--- src/rtl/regfile_mp_if.sv ---
// regfile_mp_if: read, write-back, flags and issue signals of the register file
interface regfile_mp_if #(
    parameter int WIDTH = 16,
    parameter int NREGS = 8,
    parameter int NREAD = 2,
    parameter int FW    = 16
);
    localparam int AW = (NREGS > 1) ? $clog2(NREGS) : 1;
    logic [NREAD-1:0]       rd_en;
    logic [NREAD*AW-1:0]    rd_addr;
    logic [WIDTH-1:0]       r_pc;
    logic [NREAD*WIDTH-1:0] rd_data;
    logic                   w0_en;
    logic [AW-1:0]          w0_addr;
    logic [WIDTH-1:0]       w0_data;
    logic                   w0_flags_en;
    logic [FW-1:0]          w0_flags;
    logic                   w1_en;
    logic [AW-1:0]          w1_addr;
    logic [WIDTH-1:0]       w1_data;
    logic                   w1_flags_en;
    logic [FW-1:0]          w1_flags;
    logic                   iss_en;
    logic [AW-1:0]          iss_addr;
    logic [FW-1:0]          flags;
    logic [NREGS-1:0]       busy;
    modport master (
        output rd_en, rd_addr, r_pc, w0_en, w0_addr, w0_data, w0_flags_en, w0_flags,
               w1_en, w1_addr, w1_data, w1_flags_en, w1_flags, iss_en, iss_addr,
        input  rd_data, flags, busy
    );
    modport slave (
        input  rd_en, rd_addr, r_pc, w0_en, w0_addr, w0_data, w0_flags_en, w0_flags,
               w1_en, w1_addr, w1_data, w1_flags_en, w1_flags, iss_en, iss_addr,
        output rd_data, flags, busy
    );
endinterface

--- src/rtl/regfile_mp.sv ---
// regfile_mp: multi-read register file with two forwarded write ports, flags and busy scoreboard
module regfile_mp #(
    parameter int WIDTH    = 16,
    parameter int NREGS    = 8,
    parameter int NREAD    = 2,
    parameter int PC_INDEX = 3,
    parameter int FW       = 16
) (
    input logic         clk,
    input logic         rst,
    regfile_mp_if.slave rf_if
);
    localparam int AW = (NREGS > 1) ? $clog2(NREGS) : 1;
    logic [WIDTH-1:0]       regs_q [NREGS];
    logic [WIDTH-1:0]       regs_d [NREGS];
    logic [NREAD*WIDTH-1:0] rd_data_q, rd_data_d;
    logic [FW-1:0]          flags_q, flags_d;
    logic [NREGS-1:0]       busy_q, busy_d;
    // post-write register image (w1 over w0, PC slot pinned to 0); reads use it for forwarding
    always_comb begin
        for (int r = 0; r < NREGS; r++)
            regs_d[r] = (r == PC_INDEX) ? '0 :
                        (rf_if.w1_en && int'(rf_if.w1_addr) == r) ? rf_if.w1_data :
                        (rf_if.w0_en && int'(rf_if.w0_addr) == r) ? rf_if.w0_data : regs_q[r];
    end
    // per-port read: PC pseudo-register first, otherwise the post-write image
    always_comb begin
        for (int i = 0; i < NREAD; i++)
            rd_data_d[i*WIDTH +: WIDTH] = !rf_if.rd_en[i] ? rd_data_q[i*WIDTH +: WIDTH] :
                (int'(rf_if.rd_addr[i*AW +: AW]) == PC_INDEX) ? rf_if.r_pc :
                regs_d[rf_if.rd_addr[i*AW +: AW]];
    end
    // flags source priority and scoreboard clear-then-set
    always_comb begin
        flags_d = rf_if.w1_flags_en ? rf_if.w1_flags : rf_if.w0_flags_en ? rf_if.w0_flags : flags_q;
        busy_d = busy_q;
        if (rf_if.w0_en) busy_d[rf_if.w0_addr] = 1'b0;
        if (rf_if.w1_en) busy_d[rf_if.w1_addr] = 1'b0;
        if (rf_if.iss_en) busy_d[rf_if.iss_addr] = 1'b1;
        busy_d[PC_INDEX] = 1'b0;
    end
    // state registers
    always_ff @(posedge clk) begin
        if (rst) begin
            regs_q    <= '{default: '0};
            rd_data_q <= '0;
            flags_q   <= '0;
            busy_q    <= '0;
        end else begin
            regs_q    <= regs_d;
            rd_data_q <= rd_data_d;
            flags_q   <= flags_d;
            busy_q    <= busy_d;
        end
    end
    assign rf_if.rd_data = rd_data_q;
    assign rf_if.flags   = flags_q;
    assign rf_if.busy    = busy_q;
endmodule

--- src/flat_wrapper.sv ---
// flat-port wrapper written by rule: the top's interface ports become plain ports
module regfile_mp_flat 
#(
    parameter int WIDTH    = 16,
    parameter int NREGS    = 8,
    parameter int NREAD    = 2,
    parameter int PC_INDEX = 3,
    parameter int FW       = 16
)
  (clk, rst, rf_if_rd_en, rf_if_rd_addr, rf_if_r_pc, rf_if_w0_en, rf_if_w0_addr, rf_if_w0_data, rf_if_w0_flags_en, rf_if_w0_flags, rf_if_w1_en, rf_if_w1_addr, rf_if_w1_data, rf_if_w1_flags_en, rf_if_w1_flags, rf_if_iss_en, rf_if_iss_addr, rf_if_rd_data, rf_if_flags, rf_if_busy);
  regfile_mp_if #(.WIDTH(WIDTH), .NREGS(NREGS), .NREAD(NREAD), .FW(FW)) rf_if_i ();
  input logic clk;
  input logic rst;
  input wire logic [$bits(rf_if_i.rd_en)-1:0] rf_if_rd_en;
  input wire logic [$bits(rf_if_i.rd_addr)-1:0] rf_if_rd_addr;
  input wire logic [$bits(rf_if_i.r_pc)-1:0] rf_if_r_pc;
  input wire logic [$bits(rf_if_i.w0_en)-1:0] rf_if_w0_en;
  input wire logic [$bits(rf_if_i.w0_addr)-1:0] rf_if_w0_addr;
  input wire logic [$bits(rf_if_i.w0_data)-1:0] rf_if_w0_data;
  input wire logic [$bits(rf_if_i.w0_flags_en)-1:0] rf_if_w0_flags_en;
  input wire logic [$bits(rf_if_i.w0_flags)-1:0] rf_if_w0_flags;
  input wire logic [$bits(rf_if_i.w1_en)-1:0] rf_if_w1_en;
  input wire logic [$bits(rf_if_i.w1_addr)-1:0] rf_if_w1_addr;
  input wire logic [$bits(rf_if_i.w1_data)-1:0] rf_if_w1_data;
  input wire logic [$bits(rf_if_i.w1_flags_en)-1:0] rf_if_w1_flags_en;
  input wire logic [$bits(rf_if_i.w1_flags)-1:0] rf_if_w1_flags;
  input wire logic [$bits(rf_if_i.iss_en)-1:0] rf_if_iss_en;
  input wire logic [$bits(rf_if_i.iss_addr)-1:0] rf_if_iss_addr;
  output wire logic [$bits(rf_if_i.rd_data)-1:0] rf_if_rd_data;
  output wire logic [$bits(rf_if_i.flags)-1:0] rf_if_flags;
  output wire logic [$bits(rf_if_i.busy)-1:0] rf_if_busy;
  assign rf_if_i.rd_en = rf_if_rd_en;
  assign rf_if_i.rd_addr = rf_if_rd_addr;
  assign rf_if_i.r_pc = rf_if_r_pc;
  assign rf_if_i.w0_en = rf_if_w0_en;
  assign rf_if_i.w0_addr = rf_if_w0_addr;
  assign rf_if_i.w0_data = rf_if_w0_data;
  assign rf_if_i.w0_flags_en = rf_if_w0_flags_en;
  assign rf_if_i.w0_flags = rf_if_w0_flags;
  assign rf_if_i.w1_en = rf_if_w1_en;
  assign rf_if_i.w1_addr = rf_if_w1_addr;
  assign rf_if_i.w1_data = rf_if_w1_data;
  assign rf_if_i.w1_flags_en = rf_if_w1_flags_en;
  assign rf_if_i.w1_flags = rf_if_w1_flags;
  assign rf_if_i.iss_en = rf_if_iss_en;
  assign rf_if_i.iss_addr = rf_if_iss_addr;
  assign rf_if_rd_data = rf_if_i.rd_data;
  assign rf_if_flags = rf_if_i.flags;
  assign rf_if_busy = rf_if_i.busy;
  regfile_mp #(.WIDTH(WIDTH), .NREGS(NREGS), .NREAD(NREAD), .PC_INDEX(PC_INDEX), .FW(FW)) u_core (.clk(clk), .rst(rst), .rf_if(rf_if_i));
endmodule
--- config.mk ---
export PLATFORM = sky130hd
export DESIGN_NAME = regfile_mp_flat
export DESIGN_NICKNAME = d
export VERILOG_FILES = /design/src/rtl/regfile_mp_if.sv /design/src/rtl/regfile_mp.sv /design/src/flat_wrapper.sv
export SDC_FILE = /design/constraint.sdc
export NUM_CORES = 1
export LEC_CHECK = 0
export CORE_AREA = 5 5 149 151
export DETAILED_ROUTE_END_ITERATION = 8
export DIE_AREA = 0 0 154 156
export PLACE_DENSITY = 0.82
export RECOVER_POWER = 25
export SLEW_MARGIN = 20
export SYNTH_ARGS = -nofsm -noshare
export SYNTH_HDL_FRONTEND = slang
export SYNTH_SLANG_ARGS = --single-unit
--- constraint.sdc ---
create_clock -name clk -period 2.1 [get_ports clk]
set_input_delay 0.42 -clock clk [delete_from_list [all_inputs] [get_ports clk]]
set_output_delay 0.42 -clock clk [all_outputs]
set_load 0.02 [all_outputs]
-- Word level (Yosys, flattened, before mapping)
Index checks and enable logic that the tools add are counted.
- bits in registers: 168
- input port bits: 104
- output and inout bits: 56
- equality and inequality tests: 14
- reductions and logical operators: 20
- multiplexer cells: 33
- bitwise logic cells: 7
- magnitude comparators: 8
- operators by type and width (kind ; count):
    16-bit 2-to-1 mux ; 22
    16-bit binary-select mux with 3-bit select ; 2
    3-bit == test, second input constant ; 8
    8-bit 2-to-1 mux ; 3
    1-bit logical AND ; 17
    8-bit AND ; 2
    8-bit inverter ; 2
    3-bit by 2-bit == test with 1-bit output, second input constant ; 4
    3-bit by 4-bit < comparator with 1-bit output, second input constant ; 3
    1-bit demux with 3-bit select ; 3
    3-bit by 1-bit >= comparator with 1-bit output, second input constant ; 3
    4-bit >= comparator, second input constant ; 2
    3-bit inverter with 4-bit output ; 2
    8-bit bitwise OR ; 1
    3-bit by 1-bit == test with 1-bit output, second input constant ; 2
    3-bit logical NOT ; 2
    1-bit 2-to-1 mux ; 3
    2-bit nonzero test ; 1

-- Longest topological paths before layout
- depth in word-level cells: 11
- gate-level depth with buffers: 9
- depth with buffers taken out: 6

-- Worst setup path before layout
No wires, ideal clock.
- kind: input to register
- start: input rf_if_w0_en
- end: register u_core.rd_data_q[4], in the netlist u_core.rf_if.rd_data[4]
- arrival: 2.098 ns
- data required time: 1.958 ns
- library setup time: 0.142 ns
- slack: -0.140 ns
- buffers on the path: 3
- stages on the path: 9
- cells stage by stage: buf_4 nand4b_1 buf_2 buf_2 mux2_2 mux2i_1 nor2_1 o311ai_0 a41oi_1
- longest elaborated chain between the ends: 7
- elaborated cells on any way between the ends: 25
- those cells by class: mux (18); reduce/logical (7)
- ends and longest elaborated chain (element ; line ; source):
    start: declaration ; flat_wrapper.sv:17 ; input wire logic [$bits(rf_if_i.w0_en)-1:0] rf_if_w0_en;
    1-bit logical AND ; regfile_mp.sv:24 ; (rf_if.w0_en && int'(rf_if.w0_addr) == r) ? rf_if.w0_data : regs_q[r];
    16-bit 2-to-1 mux ; regfile_mp.sv:24 ;
    16-bit 2-to-1 mux ; regfile_mp.sv:23 ; (rf_if.w1_en && int'(rf_if.w1_addr) == r) ? rf_if.w1_data :
    16-bit binary-select mux with 3-bit select * ; regfile_mp.sv:31 ; regs_d[rf_if.rd_addr[i*AW +: AW]];
    16-bit 2-to-1 mux (not written as such) * (2 in a row) ; regfile_mp.sv:31 ;
    16-bit 2-to-1 mux * ; regfile_mp.sv:30 ; (int'(rf_if.rd_addr[i*AW +: AW]) == PC_INDEX) ? rf_if.r_pc :
    end signal: assignment ; regfile_mp.sv:51 ; rd_data_q <= rd_data_d;
    end: declaration ; regfile_mp.sv:16 ; logic [NREAD*WIDTH-1:0] rd_data_q, rd_data_d;
Every way passes the cells marked *; elsewhere a longest branch is shown, timed or not. The select of a mux whose other input is x is not followed.
A chain may end at the register's enable or synchronous reset.

-- Final worst setup path
- start: input rf_if_w0_addr[2]
- end: register u_core.rd_data_q[21], in the netlist u_core.rf_if.rd_data[21]
- longest elaborated chain between the ends: 8
- elaborated cells on any way between the ends: 32
- those cells by class: eq/ne (6); mux (18); reduce/logical (8)
- ends and longest elaborated chain (element ; line ; source):
    start: declaration ; flat_wrapper.sv:18 ; input wire logic [$bits(rf_if_i.w0_addr)-1:0] rf_if_w0_addr;
    3-bit by 1-bit == test with 1-bit output (tied with other cells) ; regfile_mp.sv:24 ;
    1-bit logical AND ; regfile_mp.sv:24 ;
    16-bit 2-to-1 mux ; regfile_mp.sv:24 ;
    16-bit 2-to-1 mux ; regfile_mp.sv:23 ;
    16-bit binary-select mux with 3-bit select * ; regfile_mp.sv:31 ;
    16-bit 2-to-1 mux (not written as such) * (2 in a row) ; regfile_mp.sv:31 ;
    16-bit 2-to-1 mux * ; regfile_mp.sv:30 ;
Marked as above.

==> flow_summary.yaml <==
logic_synthesis:
  synthFlopType: "dfxtp_1"
  synth.most_common_cell: "nor2_1"
  seq_area_frac_synth_pct: 33.8
  synth_area_leaders: "dfxtp_1 (34%), mux2i_1 (14%), nor2_1 (6.9%)"
  synth-edff-count: 0
  syn_area_per_cell_um2: 8.18
  netlist_area_um2: 9880
  synthTopCellsByCount: "nor2_1 (181), dfxtp_1 (167), mux2i_1 (139)"
  synth_async_sr_flop_share_pct: 0
  synth_largest_area_cell: "dfxtp_1"
  syn_inst: 1209
  synth_nets: 1313
  yosysWarningCount: 0
  ys_seq_elements: 167
  synth.distinct_cells: 70
  yosysTopAreaCellShare_pct: 33.8
placement:
  place_area_um2: 13400
  io_buffers: 158
  dp_hpwl_mm: 26.0
  place_congestion: 0.973
  pre_cts_ws_ns: -0.764
grt:
  grt_pass1_vias: 11000
  grt_pass1_wl_mm: 56.9
  grt_overflow: 0
  grt_usage_pct: 29.4
  grt_max_degree: 58
  antenna_found_initial: 0
floorplan:
  fp.coreArea_um2: 20700
  rows: 53
  fp.dieH_um: 156
  fp.dieArea_um2: 24000
  pin_count: 160
  fp.dieW_um: 154
  initial_core_util_pct: 47.8
cells_and_area:
  finalNetCount: 1613
  fillers: 1552
  design_area_um2: 14000
  fin_util_pct: 67.8
  layout-drive-gt1-share_pct: 21.9
  n_antenna_cell: 0
  area_growth_pct: 42.0
sta:
  fin_crit_ns: 2.02
  fmaxAchievable_ghz: 0.494
  tightest_slew_ns: 1.07
  min_period_over_period_pct: 96.3
  rsz0062_at_grt: "no"
  setup_viol: 0
  worst_slack_ns: 0.0775
  finalSetupTns_ns: 0
  maxSlewHeadroom_pct: 28.6
  slew_violations: 0
  finClkSkew_ns: 0.0122
  hold_viol_final: 0
routing:
  drt_first_iter_violations: 1244
  via_per_inst: 6.10
  drt_wl_total_mm: 37.2
  vias: 11000
  wire_per_inst_um: 20.7
  drc: 0
  dr.pass1.iters: 6
  ant_nets: 0
power:
  power.density_nw_per_um2: 604
  ir_drop_uv: 507
  power_leakage_nw: 5.92
worst_setup_path:
  path_max_fanout: 5
  reg2reg_slack_ns: 0.62
  cp-end-kind: "flip-flop"
  required_ns: 2.44
  crit_type: "primary input to flip-flop"
  worstPathArrival_ns: 2.36
  r2r-end: "u_core.rf_if.rd_data[4]$_SDFFE_PP0P_"
  cp-start-kind: "primary input"
  r2r-start: "u_core.regs_q[4]$_SDFF_PP0_"
  r2r_cells: 5
clock_network:
  clk_pin_slew_ns: 0.07
  clk_path_buf_depth: 2
  htree_levels: 4
  cts_root_buf: "clkbuf_16"
  clock_sinks: 167
  clk_latency_ns: 0.44
  numCtsBuffers: 17
  tritoncts: "yes"
  ctsHoldBuffers: 0
job:
  maxCapViolations: 0
min_path:
  holdCritPathClass: "primary input to flip-flop"
  worstHoldStart: "rst"
  whs_path_depth: 2
  hold_path_end: "u_core.rf_if.busy[2]$_SDFF_PP0_"
outcome:
  status: "finished clean"
kinds of logic after synthesis:
kind of cell           share of synthesized area, %
other                                        0.0379
multiplexers                                   18.6
buffers and inverters                          5.96
AND/OR/NAND/NOR                                20.9
AO/OA/AOI/OAI                                  20.7
flip-flops                                     33.8
worst max-delay path by stage:
stage / start / end / depth (start not counted)
2_1_floorplan: rf_if_w0_addr[0] / u_core.rf_if.rd_data[0]$_SDFFE_PP0P_ / 9
3_3_place_gp: rf_if_w0_addr[2] / u_core.rf_if.rd_data[30]$_SDFFE_PP0P_ / 9
3_5_place_dp: rf_if_w0_addr[2] / u_core.rf_if.rd_data[30]$_SDFFE_PP0P_ / 9
4_1_cts: rf_if_w0_addr[2] / u_core.rf_if.rd_data[30]$_SDFFE_PP0P_ / 9
5_1_grt: rf_if_w0_addr[2] / u_core.rf_if.rd_data[0]$_SDFFE_PP0P_ / 9
6_report: rf_if_w0_addr[2] / u_core.rf_if.rd_data[21]$_SDFFE_PP0P_ / 10
routing by layer:
layer,wire [um],vias to the layer above,global-route usage (%)
met5,0,-,0
met4,1910,0,15.0
met3,4220,175,7.32
met2,17000,696,48.5
met1,14000,5126,35.7
li1,-,4965,-
metrics by stage:
stage	power, mW	hold slack (ns)	std cells
final	8.48	0.311	1797
after global routing	8.74	0.309	1797
after CTS	8.43	0.299	1795
after detailed placement	5.39	0.462	1759
after global placement	5.34	0.465	1759
after floorplan	4.45	0.540	1209
state kept, by name (all words and copies together), names as in the netlist:
name	flops
u_core.regs_q	112
u_core.rf_if.rd_data	32
u_core.rf_if.flags	16
u_core.rf_if.busy	7
layout make-up:
class / instances / area (um2) / share of cell area, %
inverters: 14 / 52.6 / 0.374
multi-input cells: 907 / 6080 / 43.3
clock inverters: 13 / 120 / 0.856
flip-flops and latches: 167 / 3340 / 23.8
clock buffers: 19 / 443 / 3.16
repair buffers: 402 / 3650 / 26.0
well taps: 275 / 344 / 2.45
timing repair:
action,CTS,global route
gates cloned,0,1
buffers inserted,5,1
gates resized for setup,26,14
endpoints found under the setup margin,34,14
pin swaps,4,7
cell usage in the layout, fill, tap and decap left out, types with 55 or more instances in the layout:
cell type | Yosys | layout
nor2_1 | 181 | 181
dfxtp_1 | 167 | 167
a21oi_1 | 78 | 77
mux2i_1 | 139 | 136
nand2_1 | 97 | 97
a211oi_1 | 55 | 55
o21ai_0 | 59 | 58
buf_4 | 6 | 210
nor2b_1 | 59 | 59
clkdlybuf4s50_1 | 0 | 146
worst max-delay path, stage by stage:
cell and delay, ns:
buf_2 0.14, buf_6 0.14, nor4bb_4 0.34, buf_4 0.22, buf_4 0.15, mux2i_1 0.20, o21ai_1 0.09, mux2i_1 0.21
o221ai_1 0.20, a31o_2 0.24
where the power goes:
| part | internal, mW | switching (mW) |
|---|---|---|
| registers | 3.33 | 0.0734 |
| clock network | 1.67 | 1.41 |
| logic | 0.975 | 1.02 |
(Power assumes the default switching activity.)
